## src/rtl/pool_window_sequencer.sv

```systemverilog
// pool_window_sequencer: tracks pixel row/col in a frame and flags stride-aligned window completions
module pool_window_sequencer #(
  parameter int bitwidth    = 8,
  parameter int filterWidth = 3,
  parameter int imageWidth  = 8,
  parameter int imageHeight = 8,
  parameter int stride      = 1,
  localparam int CW = imageWidth  > 1 ? $clog2(imageWidth)  : 1,
  localparam int RW = imageHeight > 1 ? $clog2(imageHeight) : 1
) (
  input  logic                clock,
  input  logic                reset,
  input  logic                start,
  input  logic [bitwidth-1:0] data_in,
  input  logic                isValid,
  output logic [bitwidth-1:0] data_out,
  output logic                data_valid,
  output logic                window_valid,
  output logic [CW-1:0]       col_out,
  output logic [RW-1:0]       row_out,
  output logic                busy,
  output logic                frame_done,
  output logic                overrun
);
  localparam int PW = stride > 1 ? $clog2(stride) : 1;
  localparam logic [CW-1:0] CMAX = CW'(imageWidth - 1);
  localparam logic [RW-1:0] RMAX = RW'(imageHeight - 1);
  localparam logic [CW-1:0] CF   = CW'(filterWidth - 1);
  localparam logic [RW-1:0] RF   = RW'(filterWidth - 1);
  localparam logic [PW-1:0] SMAX = PW'(stride - 1);

  typedef enum logic [1:0] {IDLE, RUN, DONE} state_t;
  state_t state;
  logic [CW-1:0] col;
  logic [RW-1:0] row;
  logic [PW-1:0] cph, rph;
  logic accept, col_last, row_last, win;

  always_comb begin
    accept   = state == RUN && isValid;
    col_last = col == CMAX;
    row_last = row == RMAX;
    win      = col >= CF && row >= RF && cph == '0 && rph == '0;
  end

  always_ff @(posedge clock or posedge reset) begin
    if (reset) begin
      state        <= IDLE;
      col          <= '0;
      row          <= '0;
      cph          <= '0;
      rph          <= '0;
      data_out     <= '0;
      data_valid   <= 1'b0;
      window_valid <= 1'b0;
      col_out      <= '0;
      row_out      <= '0;
      busy         <= 1'b0;
      frame_done   <= 1'b0;
      overrun      <= 1'b0;
    end else begin
      data_valid   <= accept;
      window_valid <= accept && win;
      frame_done   <= accept && col_last && row_last;
      overrun      <= isValid && state != RUN;
      if (accept) begin
        data_out <= data_in;
        col_out  <= col;
        row_out  <= row;
      end
      case (state)
        IDLE: if (start) begin
          state <= RUN;
          busy  <= 1'b1;
          col   <= '0;
          row   <= '0;
          cph   <= '0;
          rph   <= '0;
        end
        RUN: if (accept) begin
          col <= col_last ? '0 : col + 1'b1;
          // phases only advance once the window edge has been reached
          cph <= col_last ? '0 : (col >= CF ? (cph == SMAX ? '0 : cph + 1'b1) : cph);
          if (col_last) begin
            row <= row_last ? '0 : row + 1'b1;
            rph <= row >= RF ? (rph == SMAX ? '0 : rph + 1'b1) : rph;
          end
          if (col_last && row_last) state <= DONE;
        end
        default: begin
          state <= IDLE;
          busy  <= 1'b0;
        end
      endcase
    end
  end
endmodule

```

## config.mk

```make
export PLATFORM = sky130hd
export DESIGN_NAME = pool_window_sequencer
export DESIGN_NICKNAME = d
export VERILOG_FILES = /design/src/rtl/pool_window_sequencer.sv
export SDC_FILE = /design/constraint.sdc
export NUM_CORES = 1
export LEC_CHECK = 0
export BUFFER_PORTS_ARGS = -buffer_cell sky130_fd_sc_hd__buf_2
export CELL_PAD_IN_SITES_DETAIL_PLACEMENT = 1
export CELL_PAD_IN_SITES_GLOBAL_PLACEMENT = 1
export CORE_ASPECT_RATIO = 1.4
export CORE_MARGIN = 2
export CORE_UTILIZATION = 42
export CTS_BUF_LIST = sky130_fd_sc_hd__clkbuf_8
export DETAILED_ROUTE_END_ITERATION = 6
export HOLD_SLACK_MARGIN = 0.12
export PLACE_DENSITY_LB_ADDON = 0.05
export SLEW_MARGIN = 10
export SYNTH_ARGS = -nofsm -noshare
export SYNTH_HDL_FRONTEND = slang
export SYNTH_SLANG_ARGS = --single-unit
```

## constraint.sdc

```tcl
create_clock -name clock -period 1.5 [get_ports clock]
set_input_delay 0.075 -clock clock [delete_from_list [all_inputs] [get_ports clock]]
set_output_delay 0.075 -clock clock [all_outputs]
set_load 0.1 [all_outputs]
```

==> reports/results.txt, run 1 <==
Power, Total: 2.83 mW
Fillers: 288
Area share of the largest cell type after synthesis: 56.3%
Synthesis-to-finish area growth: 32.3%
I/O Buffers: 30
Nets: 160
GRT Overall Usage: 17.3%
Critical Path Source Type: input port
Detail Route Antenna Nets: 0
Largest net degree at the start of global routing: 28
Area of the die: 3310 µm²
Critical path fanouts, max: 18
Vias per cell: 4.92
Yosys warns: 0
CTS sink cnt: 27
Slowest cell delay on critical path: 0.53 ns
Synth Register Bits: 27
Total negative slack: 0 ns
Synth area leader: dfrtp_1
Detail Placement HPWL: 1.75 mm
Commonest cells in the netlist: dfrtp_1, mux2_2, nand2_1
Worst Skew: 0.00301 ns
Area of the multi-input gates: 494 µm²
First-pass GRT wire length: 4.36 mm
Reg area: 676 µm²
Slowest-stage cell, CP: dlygate4sd3_1
Actual slew at the worst max-slew pin: 0.493 ns
Hold Violations, Final: 0
Critical path type: in2reg
# DRC: 0
Initial antenna violation count: 0
Initial DRC Count: 5
Core footprint: 2670 µm²
CTS buffer count: 3
Diode count: 0
CP arrival: 1.57 ns
Fin. max-slew vios: 0
Post-synth EDFFs: 0
Synthesized cell area: 1200 µm²
# IOs: 31
Syn nets: 110
Clk buf depth: 2
Final GP Congestion: 0.734
Die Y: 67.2 µm
Ys async rst share: 100%
Vias in the first global route: 926
Clk_lat worst skew: 0.26 ns
Peak supply drop: 0.906 mV
Avg Inst Size Synth: 13.0 µm²
PwrDens: 1780 nW/µm²
Routed wire per std cell: 14.2 µm
Most used DFF post-synth: dfrtp_1
RSZ-0062 raised after global routing: false
Sequential area share after synthesis: 56.3%
Hold Crit Class: in2async
Crit path buf inv count: 2
H-tree levels: 1
WP data required: 1.65 ns
Worst Setup End Kind: flop
Slew Limit Headroom: 67.4%
Max_cap viols: 0
Setup Viol. Count Final: 0
Static Leakage: 0.830 nW
Most common cell in the netlist: dfrtp_1
Fmax: 0.705 GHz
Status: finished, final reports clean
Layout cell share with drive strength beyond 1: 39.7%
Pre-Repair DR Iteration Count: 4
Netlist cell types: 24
Synth Instances: 92
Worst-path clk slew: 0.09 ns
Leading post-synthesis cells by cell area: dfrtp_1, mux2_2, mux2_4
CTS tree: built
Post-CTS setup buffers: 0
Starting density of the core: 44.9%
Worst path cell trace: dlygate4sd3_1, buf_2, nor2b_4, nand2_8, mux2_4
Drt total wl: 2.51 mm
Final worst path period share: 94.6%
Die W: 49.2 µm
Crit path max-delay family: buffers and inverters
CTS root buffer: clkbuf_8
Final core occ: 59.5%
Tmin final: 1.42 ns
Remaining global-route overflow: 0
Vias: 870
Rows: 22
cell type report:
cell class | count | area share (%)
clock buffers | 3 | 2.60
flip-flops and latches | 27 | 42.6
inverters | 6 | 1.42
multi-input cells | 57 | 31.1
well taps | 36 | 2.84
repair buffers | 47 | 19.2
clock inverters | 1 | 0.236
what timing repair did:
action | 4_1_cts | 5_1_grt
hold buffers | 11 | 0
gates resized for setup | 0 | 2
endpoints found under the hold margin | 37 | 0
endpoints found under the setup margin | 0 | 3
metrics by stage:
step	std cells	instance area, µm²	hold slack [ns]	setup slack, ns
finish	177	1590	0.398	0.0807
global route	177	1590	0.427	0.00689
detailed placement	162	1420	0.155	0.0962
floorplan	92	1200	0.128	0.166
CTS	177	1570	0.407	0.0743
global placement	162	1420	0.144	0.126
cells in the final DEF, fill, tap and decap left out, drive strengths merged, types with 2 or more instances in the layout:
master	n
a21oi	4
and2b	2
buf	36
clkbuf	3
dfrtp	27
dlygate4sd3	11
ha	6
inv	7
mux2	14
nand2	8
nor2	5
nor3	3
o21ai	4
final timing paths:
| path | to | cells after the start | startpoint | slack (ns) |
|---|---|---|---|---|
| min reg2reg | data_out[2] | 1 | data_out[2] | 0.51 |
| max | col_out[1] | 5 | isValid | 0.08 |
| max reg2reg | row[2] | 5 | row[0] | 0.11 |
| min | row_out[2] | 4 | reset | 0.40 |
| min in group clock | data_out[2] | 1 | data_out[2] | 0.51 |
| max in group asynchronous | data_out[2] | 4 | reset | 0.85 |
logic make-up after synthesis:
kind of cell	Yosys count	share of synthesized area [%]
buffers and inverters	8	3.75
and+or+nand+nor	22	10.3
DFF	27	56.3
AOI/OAI and AO/OA	14	7.51
muxes	15	15.9
adders and majority gates	6	6.26
worst register-to-register path, delay by kind of cell (launching register included):
family                   cells  cell delay (ns)
adder cells (fa/ha/maj)      2             0.47
AND/OR/NAND/NOR              1             0.20
flip-flops                   1             0.39
AO/OA/AOI/OAI                2             0.21
state kept, by name, indices dropped and copies added (netlist names):
signal / flops
data_out: 8
row: 3
state: 2
overrun: 1
col_out: 3
window_valid: 1
col: 3
busy: 1
row_out: 3
data_valid: 1
frame_done: 1
report_power, final:
part	leakage (nW)	switching, mW	internal, mW
logic	0.470	1.06	0.382
registers	0.334	0.105	0.892
clock network	0.0269	0.208	0.183
metal layers:
layer	track usage [%]	wire length, µm	vias up
li1	-	-	416
met1	19.1	982	428
met2	33.6	1390	22
met3	1.55	93	4
met4	7.50	42	0
met5	0	0	-
Note: power is estimated with default switching activity, not from simulation.
==> inputs of run 2 (changes only) <==
--- a/config.mk
+++ b/config.mk
@@ -15,6 +15,7 @@
 export DETAILED_ROUTE_END_ITERATION = 6
 export HOLD_SLACK_MARGIN = 0.12
 export PLACE_DENSITY_LB_ADDON = 0.05
+export RECOVER_POWER = 100
 export SLEW_MARGIN = 10
 export SYNTH_ARGS = -nofsm -noshare
 export SYNTH_HDL_FRONTEND = slang
==> run 2 against run 1 <==
  * Routed wire length down 0.32%
  * Register-to-register slack about the same
  * Sequential power about the same
  * Critical endpoint is now row_out[2]
  * Largest power group unchanged
  * Hold slack better by 0.096 ns
  * Die area unchanged
  * Clock skew about the same
==> reports/results.txt, run 2 (synthesized netlist as in run 1, its figures left out) <==
Worst path cell trace: dlygate4sd3_1, buf_2, nor2b_4, nand2_8, mux2_1
Max_cap viols: 0 (unchanged)
Starting density of the core: 44.9% (unchanged)
Nets: 160 (unchanged)
Min Hold Slack: 0.494 ns (+0.0960 ns)
Final worst path period share: 94.5% (about the same)
Critical path fanouts, max: 18 (unchanged)
First-pass GRT wire length: 4.36 mm (unchanged)
Detail Placement HPWL: 1.75 mm (unchanged)
Setup WS post-layout: 0.0819 ns (+0.00119 ns)
Peak supply drop: 0.903 mV (-0.37%)
Initial antenna violation count: 0 (unchanged)
CTS sink cnt: 27 (unchanged)
Status: finished, final reports clean
Routed wire per std cell: 14.1 µm (-0.32%)
Hold Crit Class: reg2reg
Highest-count cells in the layout ignoring fill and taps: dfrtp_1, clkbuf_2, dlygate4sd3_1, buf_2, mux2_2
Max reg flops: 8 (unchanged)
Static Leakage: 0.822 nW (-0.99%)
PwrDens: 1790 nW/µm² (+0.16%)
Post-CTS setup buffers: 0 (unchanged)
Tmin final: 1.42 ns (-0.00119 ns)
Fin. max-slew vios: 0 (unchanged)
Hold Violations, Final: 0 (unchanged)
Vias: 868 (-0.23%)
Seq pwr share: 35.5% (+0.2 points)
H-tree levels: 1 (unchanged)
Reg area: 676 µm² (unchanged)
Drt total wl: 2.50 mm (-0.32%)
Synthesis-to-finish area growth: 31.5%
CTS tree: built
I/O Buffers: 30 (unchanged)
Net Switching: 1.38 mW (+0.24%)
CTS buffer count: 3 (unchanged)
Vias per cell: 4.90 (-0.23%)
Total negative slack: 0 ns (unchanged)
Critical Path Source Type: input port
Critical path type: in2reg
Worst Skew: 0.00303 ns (+0.0000180 ns)
Fmax: 0.705 GHz (about the same)
Vias in the first global route: 926 (unchanged)
Slowest cell delay on critical path: 0.53 ns (about the same)
WP data required: 1.66 ns (about the same)
Clk buf depth: 2 (unchanged)
CTS root buffer: clkbuf_8
Detail Route Antenna Nets: 0 (unchanged)
Pre-Repair DR Iteration Count: 4 (unchanged)
Switching share of power: 48.8% (+0.35 points)
Setup WS pre-CTS: 0.0962 ns (unchanged)
Reg with most FFs: data_out
Clk pwr share: 13.9% (about the same)
Commonest non-fill, non-tap cell in the layout: dfrtp_1
Worst-path clk slew: 0.09 ns (about the same)
Final GP Congestion: 0.734 (unchanged)
CP arrival: 1.58 ns (about the same)
Die W: 49.2 µm (unchanged)
Area of the die: 3310 µm² (unchanged)
GRT Overall Usage: 17.3% (unchanged)
Initial DRC Count: 5 (unchanged)
Slew Limit Headroom: 56.6% (-11 points)
Remaining global-route overflow: 0 (unchanged)
Layout cell share with drive strength beyond 1: 38.3% (-1.4 points)
Fillers: 291 (+1.0%)
Clk_lat worst skew: 0.27 ns (about the same)
Rows: 22 (unchanged)
Actual slew at the worst max-slew pin: 0.651 ns (+0.158 ns)
Setup Viol. Count Final: 0 (unchanged)
Diode count: 0 (unchanged)
# DRC: 0 (unchanged)
Worst Setup End Kind: flop
Slowest-stage cell, CP: dlygate4sd3_1
Largest net degree at the start of global routing: 28 (unchanged)
Logic pwr share: 50.5% (-0.4 points)
RSZ-0062 raised after global routing: false
Internal power: 1.44 mW (-1.1%)
# IOs: 31 (unchanged)
Core footprint: 2670 µm² (unchanged)
Die Y: 67.2 µm (unchanged)
Area of the multi-input gates: 490 µm² (-0.76%)
## run 2: worst paths after layout
| path | from | to | slack, ns | depth (start not counted) |
|---|---|---|---|---|
| setup / recovery | isValid | row_out[2] | 0.08 | 5 |
| hold / removal | row_out[2] | row_out[2] | 0.49 | 1 |
| setup reg to reg | row[0] | row[2] | 0.11 | 5 |
| hold reg to reg | row_out[2] | row_out[2] | 0.49 | 1 |
| max in group asynchronous | reset | col[1] | 0.57 | 4 |
| min in group asynchronous | reset | row_out[2] | 0.51 | 4 |
## run 2: stage by stage
stage                     power [mW]  std cells  area [µm²]  utilization (%)
after floorplan                 2.12         92        1200                -
after global placement          2.39        162        1420             53.1
after detailed placement        2.44        162        1420             53.1
after CTS                       2.85        177        1570             58.9
after global routing            2.96        177        1580             59.1
final                           2.82        177        1580             59.1
## run 2: worst max-delay path, delay by kind of cell
family                 cells  cell delay (ns)
and+or+nand+nor            2             0.43
muxes                      1             0.34
buffers and inverters      2             0.72
## run 2: final cells by class
type | instances | share of cell area [%]
multi-input combinational | 57 | 31.1
inverter | 6 | 1.43
tap | 36 | 2.85
timing repair buffer | 47 | 19.0
clock buffer | 3 | 2.62
clock inverter | 1 | 0.238
sequential | 27 | 42.8
## run 2: routing by layer
metal,global-route usage (%),vias up,routed length [µm]
li1,-,416,-
met4,7.50,0,42
met1,19.1,426,979
met3,1.55,4,93
met2,33.6,22,1380
met5,0,-,0
## run 2: power by group through the flow
stage / sequential (mW) / combinational, mW / clock [mW]
floorplan: 1.78 / 0.341 / 0
global placement: 1.00 / 1.39 / 0
detailed placement: 1.01 / 1.42 / 0
CTS: 0.999 / 1.45 / 0.409
global route: 1.03 / 1.51 / 0.423
finish: 1.00 / 1.42 / 0.392
## run 2: what timing repair did
item,CTS,global route
endpoints found under the hold margin,37,0
endpoints found under the setup margin,0,3
hold buffers,11,0
gates resized for setup,0,2
